--- src/rtl/debounce_event_arbiter_pkg.sv ---
// Shared definitions for the debounce/event arbiter: event encoding and index-width helper.
package debounce_event_arbiter_pkg;

  typedef enum logic {
    EVT_IDLE = 1'b0,
    EVT_HOLD = 1'b1
  } evt_state_e;

  localparam int unsigned EVT_PRESS_W = 1;

  // Index width for n items, never below one bit so single-entry ranges stay legal.
  function automatic int unsigned ch_idx_w(input int unsigned n);
    return (n > 1) ? $clog2(n) : 1;
  endfunction

endpackage

--- src/rtl/debounce_event_arbiter_channel.sv ---
// One debounce lane: 2-flop synchronizer, tick-driven stability filter and a single pending-event slot.
module debounce_event_arbiter_channel
  import debounce_event_arbiter_pkg::*;
#(
  parameter int unsigned p_CNT_WIDTH = 2
) (
  input  logic clk_i,
  input  logic rst_i,
  input  logic tick_i,
  input  logic raw_i,
  input  logic grant_i,
  output logic level_o,
  output logic pend_o,
  output logic pol_o,
  output logic ovr_set_o
);

  logic                   sync1_q, sync2_q;
  logic                   level_q, level_d;
  logic [p_CNT_WIDTH-1:0] cnt_q, cnt_d;
  logic                   strobe_q, strobe_d;
  logic                   pend_q, pend_d;
  logic [EVT_PRESS_W-1:0] pol_q, pol_d;

  always_comb begin
    level_d  = level_q;
    cnt_d    = cnt_q;
    strobe_d = 1'b0;
    if (tick_i) begin
      if (sync2_q == level_q) begin
        cnt_d = '0;
      end else if (cnt_q == '1) begin
        level_d  = sync2_q;
        cnt_d    = '0;
        strobe_d = 1'b1;
      end else begin
        cnt_d = cnt_q + p_CNT_WIDTH'(1);
      end
    end
  end

  // A second change before the first was granted cancels the pair instead of queueing it.
  assign ovr_set_o = strobe_q & pend_q & ~grant_i;

  always_comb begin
    pend_d = pend_q;
    pol_d  = pol_q;
    if (strobe_q) begin
      if (pend_q && !grant_i) begin
        pend_d = 1'b0;
      end else begin
        pend_d = 1'b1;
        pol_d  = level_q;
      end
    end else if (grant_i) begin
      pend_d = 1'b0;
    end
  end

  always_ff @(posedge clk_i or posedge rst_i) begin
    if (rst_i) begin
      sync1_q  <= 1'b0;
      sync2_q  <= 1'b0;
      level_q  <= 1'b0;
      cnt_q    <= '0;
      strobe_q <= 1'b0;
      pend_q   <= 1'b0;
      pol_q    <= '0;
    end else begin
      sync1_q  <= raw_i;
      sync2_q  <= sync1_q;
      level_q  <= level_d;
      cnt_q    <= cnt_d;
      strobe_q <= strobe_d;
      pend_q   <= pend_d;
      pol_q    <= pol_d;
    end
  end

  assign level_o = level_q;
  assign pend_o  = pend_q;
  assign pol_o   = pol_q;

endmodule

--- src/rtl/debounce_event_arbiter.sv ---
// Shared prescaler, per-channel debounce lanes, round-robin arbiter and a valid/ready event register.
module debounce_event_arbiter
  import debounce_event_arbiter_pkg::*;
#(
  parameter int unsigned p_CHANNELS  = 4,
  parameter int unsigned p_CNT_WIDTH = 2,
  parameter int unsigned p_DIV       = 4
) (
  input  logic                                i_clk,
  input  logic                                i_rst,
  input  logic [p_CHANNELS-1:0]               i_raw,
  output logic [p_CHANNELS-1:0]               o_level,
  output logic                                o_evt_valid,
  input  logic                                i_evt_ready,
  output logic [ch_idx_w(p_CHANNELS)-1:0]     o_evt_ch,
  output logic                                o_evt_press,
  output logic [p_CHANNELS-1:0]               o_overrun,
  input  logic                                i_ovr_clr
);

  localparam int unsigned CH_W  = ch_idx_w(p_CHANNELS);
  localparam int unsigned DIV_W = ch_idx_w(p_DIV);
  localparam logic [DIV_W-1:0] DIV_LAST = DIV_W'(p_DIV - 1);
  localparam logic [CH_W-1:0]  CH_LAST  = CH_W'(p_CHANNELS - 1);

  evt_state_e             state_q;
  logic [DIV_W-1:0]       div_q, div_d;
  logic                   tick;
  logic [CH_W-1:0]        rr_q, rr_d;
  logic [CH_W-1:0]        ch_q;
  logic                   press_q;
  logic [p_CHANNELS-1:0]  ovr_q;
  logic [p_CHANNELS-1:0]  pend, pol, ovr_set, grant;
  logic                   free, found;
  logic [CH_W-1:0]        win;

  assign tick  = (div_q == DIV_LAST);
  assign div_d = tick ? '0 : div_q + DIV_W'(1);

  for (genvar g = 0; g < p_CHANNELS; g++) begin : g_ch
    debounce_event_arbiter_channel #(
      .p_CNT_WIDTH(p_CNT_WIDTH)
    ) u_ch (
      .clk_i    (i_clk),
      .rst_i    (i_rst),
      .tick_i   (tick),
      .raw_i    (i_raw[g]),
      .grant_i  (grant[g]),
      .level_o  (o_level[g]),
      .pend_o   (pend[g]),
      .pol_o    (pol[g]),
      .ovr_set_o(ovr_set[g])
    );
  end

  assign free = (state_q == EVT_IDLE) || i_evt_ready;

  always_comb begin
    int unsigned idx;
    found = 1'b0;
    win   = '0;
    grant = '0;
    for (int unsigned i = 0; i < p_CHANNELS; i++) begin
      idx = (int'(rr_q) + i) % p_CHANNELS;
      if (!found && pend[idx]) begin
        found = 1'b1;
        win   = CH_W'(idx);
      end
    end
    if (free && found) grant[win] = 1'b1;
    rr_d = (win == CH_LAST) ? '0 : win + CH_W'(1);
  end

  always_ff @(posedge i_clk or posedge i_rst) begin
    if (i_rst) begin
      state_q <= EVT_IDLE;
      div_q   <= '0;
      rr_q    <= '0;
      ch_q    <= '0;
      press_q <= 1'b0;
      ovr_q   <= '0;
    end else begin
      div_q <= div_d;
      // New overrun set wins over a clear landing in the same cycle.
      ovr_q <= (i_ovr_clr ? '0 : ovr_q) | ovr_set;
      if (free) begin
        if (found) begin
          state_q <= EVT_HOLD;
          ch_q    <= win;
          press_q <= pol[win];
          rr_q    <= rr_d;
        end else begin
          state_q <= EVT_IDLE;
        end
      end
    end
  end

  assign o_evt_valid = (state_q == EVT_HOLD);
  assign o_evt_ch    = ch_q;
  assign o_evt_press = press_q;
  assign o_overrun   = ovr_q;

endmodule

--- config.mk ---
export PLATFORM = sky130hd
export DESIGN_NAME = debounce_event_arbiter
export DESIGN_NICKNAME = d
export VERILOG_FILES = /design/src/rtl/debounce_event_arbiter_pkg.sv /design/src/rtl/debounce_event_arbiter_channel.sv /design/src/rtl/debounce_event_arbiter.sv
export SDC_FILE = /design/constraint.sdc
export NUM_CORES = 1
export LEC_CHECK = 0
export BUFFER_PORTS_ARGS = -buffer_cell sky130_fd_sc_hd__buf_2
export CAP_MARGIN = 20
export CELL_PAD_IN_SITES_DETAIL_PLACEMENT = 0
export CELL_PAD_IN_SITES_GLOBAL_PLACEMENT = 1
export CORE_ASPECT_RATIO = 2
export CORE_MARGIN = 3
export CORE_UTILIZATION = 42
export CTS_CLUSTER_SIZE = 28
export DETAILED_ROUTE_END_ITERATION = 6
export HOLD_SLACK_MARGIN = 0.03
export PLACE_DENSITY = 0.82
export SLEW_MARGIN = 0
export SYNTH_ARGS = -nofsm -noshare
export SYNTH_HDL_FRONTEND = slang
export SYNTH_SLANG_ARGS = --single-unit
--- constraint.sdc ---
create_clock -name i_clk -period 1.8 [get_ports i_clk]
set_input_delay 0.09 -clock i_clk [delete_from_list [all_inputs] [get_ports i_clk]]
set_output_delay 0.09 -clock i_clk [all_outputs]
set_load 0.005 [all_outputs]
Word-level counts from Yosys, hierarchy flattened --
Cells that the tools add are included.
Word-level totals: input port bits 8, output and inout bits 12, flip-flop bits (word level) 44, logic and storage cells 168
Operators by class: $lt $le $gt $ge 6, add/subtract/negate cells 9, reductions and logical operators 30, bitwise gates (word level) 22, multiplexer cells 57, equality and inequality tests 10
Operators with widths (number):
- 1-bit two-way mux | 35
- 2-bit two-way mux | 14
- 2-bit by 3-bit < comparator with 1-bit output (second input constant) | 5
- 2-bit by 1-bit adder with 2-bit output (second input constant) | 7
- 1-bit inverter | 13
- 2-bit equality test (second input constant) | 6
- 3-bit AND reduction | 4
- 1-bit binary-select mux with 2-bit select | 5
- 2-bit AND reduction | 5
- 1-bit logical AND | 9
- 1-bit bitwise AND | 8
- 4-bit two-way mux | 2
- 2-bit nonzero test | 4
- 1-bit logical NOT | 7
- 2-bit adder (second input constant) | 2
- 1-bit equality test | 4
- 4-bit bitwise OR | 1
- 1-bit demux with 2-bit select | 1
- 2-bit by 1-bit >= comparator with 1-bit output (second input constant) | 1
- 1-bit logical OR | 1

Longest topological paths before layout --
word-level depth 21, depth in mapped cells 9, gate-level depth less buffers 9

Cells and area by module --
A second synthesis with hierarchy kept.
Unflattened totals: cell total of the unflattened synthesis 164, area, all modules 1900.6 um2
By module, submodules not included:
- debounce_event_arbiter_channel | sequential area each 200.2 um2, instances 4, cells an instance 26, area an instance 314.1 um2
- debounce_event_arbiter | sequential area each 300.3 um2, instances 1, cells an instance 60, area an instance 644.4 um2

Worst setup path before layout --
No wires, ideal clock.
kind reg2reg, from reg rr_q[1], to reg g_ch[3].u_ch.pol_q, data required time 1675 ps, stages on the path, launching flop included 9, clock period less this slack 1910 ps, slack -110 ps, library setup time 125 ps, buffers on the path 0, arrival 1785 ps, cell sequence dfrtp_1 > mux2_2 > o221ai_4 > inv_1 > ha_1 > inv_1 > o21ai_2 > nand2_2 > mux2_4
Between the ends: cells in the longest elaborated chain, start to end 21, elaborated cells between the ends (all ways) 36, classes of those cells 3 x add/sub; 2 x order compare; 19 x mux; 1 x bitwise; 11 x reduce/logical
Ends and longest elaborated chain:
- from (decl) | line debounce_event_arbiter.sv:29 | logic [CH_W-1:0] rr_q, rr_d;
- from (signal assigned) | line debounce_event_arbiter.sv:91 | rr_q <= rr_d;
- parallel branches: the longest is 11 deep, another holds 2-bit by 1-bit adder with 2-bit output
- 2-bit two-way mux (*) | line debounce_event_arbiter.sv:65 | if (!found && pend[idx]) begin
- net win[0] | line debounce_event_arbiter.sv:35 | logic [CH_W-1:0] win;
- 2-bit by 3-bit < comparator with 1-bit output (implied by the code) or 2-bit by 1-bit >= comparator with 1-bit output (tied branches) | line debounce_event_arbiter.sv:70 | if (free && found) grant[win] = 1'b1;
- 1-bit logical AND (implied by the code) | line debounce_event_arbiter.sv:70
- 1-bit two-way mux (implied by the code) | line debounce_event_arbiter.sv:70
- 1-bit demux with 2-bit select (*) | line debounce_event_arbiter.sv:70
- 4-bit two-way mux (*) | line debounce_event_arbiter.sv:70
- 1-bit logical NOT (*) | line debounce_event_arbiter_channel.sv:49 | if (pend_q && !grant_i) begin
- 1-bit logical AND (*) | line debounce_event_arbiter_channel.sv:49
- 1-bit inverter (no line) (*)
- 2-bit AND reduction (no line) (*)
- to (signal assigned) | line debounce_event_arbiter_channel.sv:76 | pol_q <= pol_d;
- to (decl) | line debounce_event_arbiter_channel.sv:23 | logic [EVT_PRESS_W-1:0] pol_q, pol_d;
Mark *: on every way through the listed nets, which the timed path passes. The select of a mux whose other input is x is not followed. A chain may end at the register's enable or synchronous reset.

Worst setup path after layout --
Ends and elaborated chain as after synthesis.

==> impl_metrics.toml <==
[synth]
syn_inst = 162
syn_nets = 179
async_reset_ff_share_pct = 100
yosys_warnings = 0
synth_flop_cell = "dfrtp_1"
synth_enable_flop_cells = 0
synth_area_leaders = "dfrtp_1 57%, ha_1 5.8%, mux2_2 4.7%"
ys_types = 31
yosysTopAreaCell = "dfrtp_1"
synth_seq_area_share_pct = 57.1
avgSynthCellArea_um2 = 11.9
syn_area_um2 = 1930
yosysMostFrequentCell = "dfrtp_1"
ys_top_cells_by_count = "44 x dfrtp_1, 22 x inv_1, 14 x nand2_1"
netlist.area_leader.share_pct = 57.1
ys_ff_latch = 44

[placed_design]
detailedPlace.worstSlack_ns = -0.120
portBuffers = 19
place.gp.congestion = 0.780
dp_hpwl_um = 2760
place_area_um2 = 2190

[global_routing]
grt_pass1_vias = 1447
grt_max_degree = 24
grt_usage_pct = 16.0
grt-ovfl-total = 0
antenna_found_initial = 0
grt_pass1_wl_um = 6290

[detailed_routing]
vias_per_cell = 4.88
dr.pass1.iters = 2
wirelength_um = 3700
drt-wirelength-per-cell_um = 14.0
post-route-drc-count = 0
initialDrtViolationCount = 3
vias = 1288
postRouteAntennaNets = 0

[worst_setup_path]
rrSetupSlack_ns = -0.09
slowest_stage = "dfrtp_2"
slowest_delay_ns = 0.45
crit_required_ns = 1.98
endpoint_kind = "flop"
crit_fanout = 6
crit_type = "reg2reg"
reg2reg_from = "rr_q[1]"
r2r_cells = 8
critical_path.startpoint_type = "flop"
r2r_end = "g_ch[3].u_ch.pol_o"
cp_data_arrival_time_ns = 2.07
timing.critical_path.max_delay_family = "multiplexers"
cp_cell_sequence = "mux2_4, o221ai_4, inv_2, ha_4, inv_2, o21ai_2, nand2_2, mux2_4"
worstPathBufferInverterCount = 2

[die]
dieArea_um2 = 5490
die_h_um = 102
die_w_um = 53.9
core_area_um2 = 4380
ios = 20
initial_core_util_pct = 44.0
fp-row-count = 34

[cells_and_area]
n_fill_cell = 375
seq_area_um2 = 1100
final_area_um2 = 2440
diodes = 0
drive_gt1_share_pct = 41.9
syn2layout_area_growth_pct = 26.4
multiInputGateArea_um2 = 771
nets = 227

[sta]
final.setup.worst_slack_ns = -0.0856
slew_violations = 0
fmax_ghz = 0.530
fin_crit_ns = 1.89
holdWs_ns = 0.0896
period_share_pct = 105
setup_violations = 4
finalHoldViolations = 0
worst_pin_slew_ns = 0.382
skew_ns = 0.00498
rsz0062_at_grt = "yes"
slew_headroom_pct = 74.6

[power_and_ir_drop]
p_leak_nw = 1.21
pwr-share-comb_pct = 45.3
pwr-share-seq_pct = 38.9
power.switching_mw = 1.27
swShare_pct = 34.9
p_per_area_nw_per_um2 = 1500
power.internal_mw = 2.38
irDropWorstVdd_mv = 0.759
p_clk_share_pct = 15.9

[cts]
cts_root_buffer = "clkbuf_8"
cts_max_level = 2
cts_tree = "done"
clk-insertion-delay-late_ns = 0.29
clk_pin_slew_worst_paths_ns = 0.08
cts_max_path_buffers = 2
cts_sinks = 44
cts_made_buffers = 5

[worst_hold_path]
hp-start = "i_evt_ready"
hold-path-endpoint = "o_evt_valid"
min_path_type = "in2reg"
hold_depth = 3

[run_status]
violations = "setup timing"
status = "finished, violations left"

[run]
drv_cap = 0
power groups by stage:
stage / Combinational (mW) / Sequential (mW) / Clock (mW)
after global placement: 1.31 / 1.41 / 0
final: 1.65 / 1.42 / 0.578
after floorplan: 0.906 / 1.38 / 0
after global routing: 1.82 / 1.45 / 0.644
after detailed placement: 1.38 / 1.44 / 0
after CTS: 1.55 / 1.42 / 0.601
cells in the final DEF (no fill, tap or decap), types with 2 or more instances in the layout:
| cell | Yosys | layout |
|---|---|---|
| a21o_1 | 2 | 2 |
| and3_1 | 2 | 2 |
| buf_2 | 0 | 19 |
| buf_4 | 4 | 21 |
| buf_6 | 1 | 3 |
| clkbuf_8 | 0 | 5 |
| dfrtp_1 | 44 | 42 |
| dfrtp_2 | 0 | 2 |
| dlygate4sd3_1 | 0 | 5 |
| ha_1 | 9 | 6 |
| ha_2 | 0 | 2 |
| inv_1 | 22 | 18 |
| inv_2 | 0 | 3 |
| mux2_2 | 8 | 7 |
| mux2_4 | 4 | 5 |
| nand2_1 | 14 | 14 |
| nand2_2 | 3 | 3 |
| nand3_1 | 5 | 4 |
| nor2_1 | 5 | 5 |
| nor3_1 | 2 | 2 |
| o21ai_0 | 5 | 5 |
| o21ai_2 | 3 | 3 |
| o22ai_1 | 7 | 4 |
| o22ai_2 | 0 | 3 |
| xnor2_1 | 6 | 3 |
| xnor2_2 | 0 | 3 |
| xor2_1 | 2 | 2 |
through the flow:
| step | instances | TNS [ns] | utilization (%) | power (mW) |
|---|---|---|---|---|
| after floorplan | 162 | -0.0569 | - | 2.29 |
| after global placement | 246 | -0.126 | 49.9 | 2.72 |
| after detailed placement | 246 | -0.309 | 49.9 | 2.81 |
| final | 264 | -0.249 | 55.7 | 3.65 |
| after CTS | 263 | -0.365 | 54.3 | 3.57 |
| after global routing | 264 | -0.624 | 55.7 | 3.92 |
kinds of logic (layout without fill, tap and decap cells):
group                      count (synthesis)  after routing  synth area share, %
buffers and inverters                     29             77                 6.81
DFF                                       44             44                 57.1
muxes                                     13             13                 8.30
and+or+nand+nor                           36             36                 9.14
adders and majority gates                  9              9                 5.84
AOI/OAI and AO/OA                         23             23                 9.21
xor gates and xnor gates                   8              8                 3.63
worst max path at each step:
stage | start | to | slack (ns) | depth (start not counted)
global route | g_ch[0].u_ch.pend_o | g_ch[2].u_ch.pol_o | -0.14 | 8
finish | rr_q[1] | g_ch[3].u_ch.pol_o | -0.09 | 8
global placement | rr_q[1] | g_ch[3].u_ch.pol_o | -0.05 | 8
floorplan | rr_q[1] | g_ch[3].u_ch.pol_o | -0.03 | 8
CTS | rr_q[1] | g_ch[1].u_ch.pol_o | -0.08 | 8
detailed placement | rr_q[1] | g_ch[3].u_ch.pol_o | -0.12 | 8
flip-flops by register name, summed over array words and instances (netlist names), 4 cells and up:
name,flops
g_ch.u_ch.strobe_q,4
o_overrun,4
g_ch.u_ch.pend_o,4
g_ch.u_ch.sync1_q,4
g_ch.u_ch.pol_o,4
g_ch.u_ch.sync2_q,4
g_ch.u_ch.cnt_q,8
g_ch.u_ch.level_o,4
worst min-delay path: cells and delay by family:
| kind | cells | cell delay (ns) |
|---|---|---|
| buffers and inverters | 1 | 0.07 |
| AND/OR/NAND/NOR | 2 | 0.18 |
per-layer routing:
metal / part of all wire (%) / global-route usage (%) / wire [um] / vias up
met4: 4.3 / 11.2 / 159 / 0
met5: 0 / 0 / 0 / -
met1: 36 / 16.1 / 1350 / 629
li1: - / - / - / 621
met3: 3.0 / 2.92 / 111 / 11
met2: 56 / 27.9 / 2080 / 27
area by class of cell:
type | instances | area share (%)
Sequential cell | 44 | 45.3
Multi-Input combinational cell | 89 | 31.6
Timing Repair Buffer | 48 | 13.8
Inverter | 22 | 3.39
Clock buffer | 6 | 2.98
Tap cell | 54 | 2.77
Clock inverter | 1 | 0.205
what timing repair did:
item | CTS | global route
gates resized for setup | 9 | 10
hold buffers | 5 | 0
hold endpoints to repair | 48 | 0
setup buffers | 5 | 1
setup endpoints to repair | 5 | 12
cloned | 0 | 0
pin swaps | 6 | 5
Note: power is estimated with default switching activity, not from simulation.
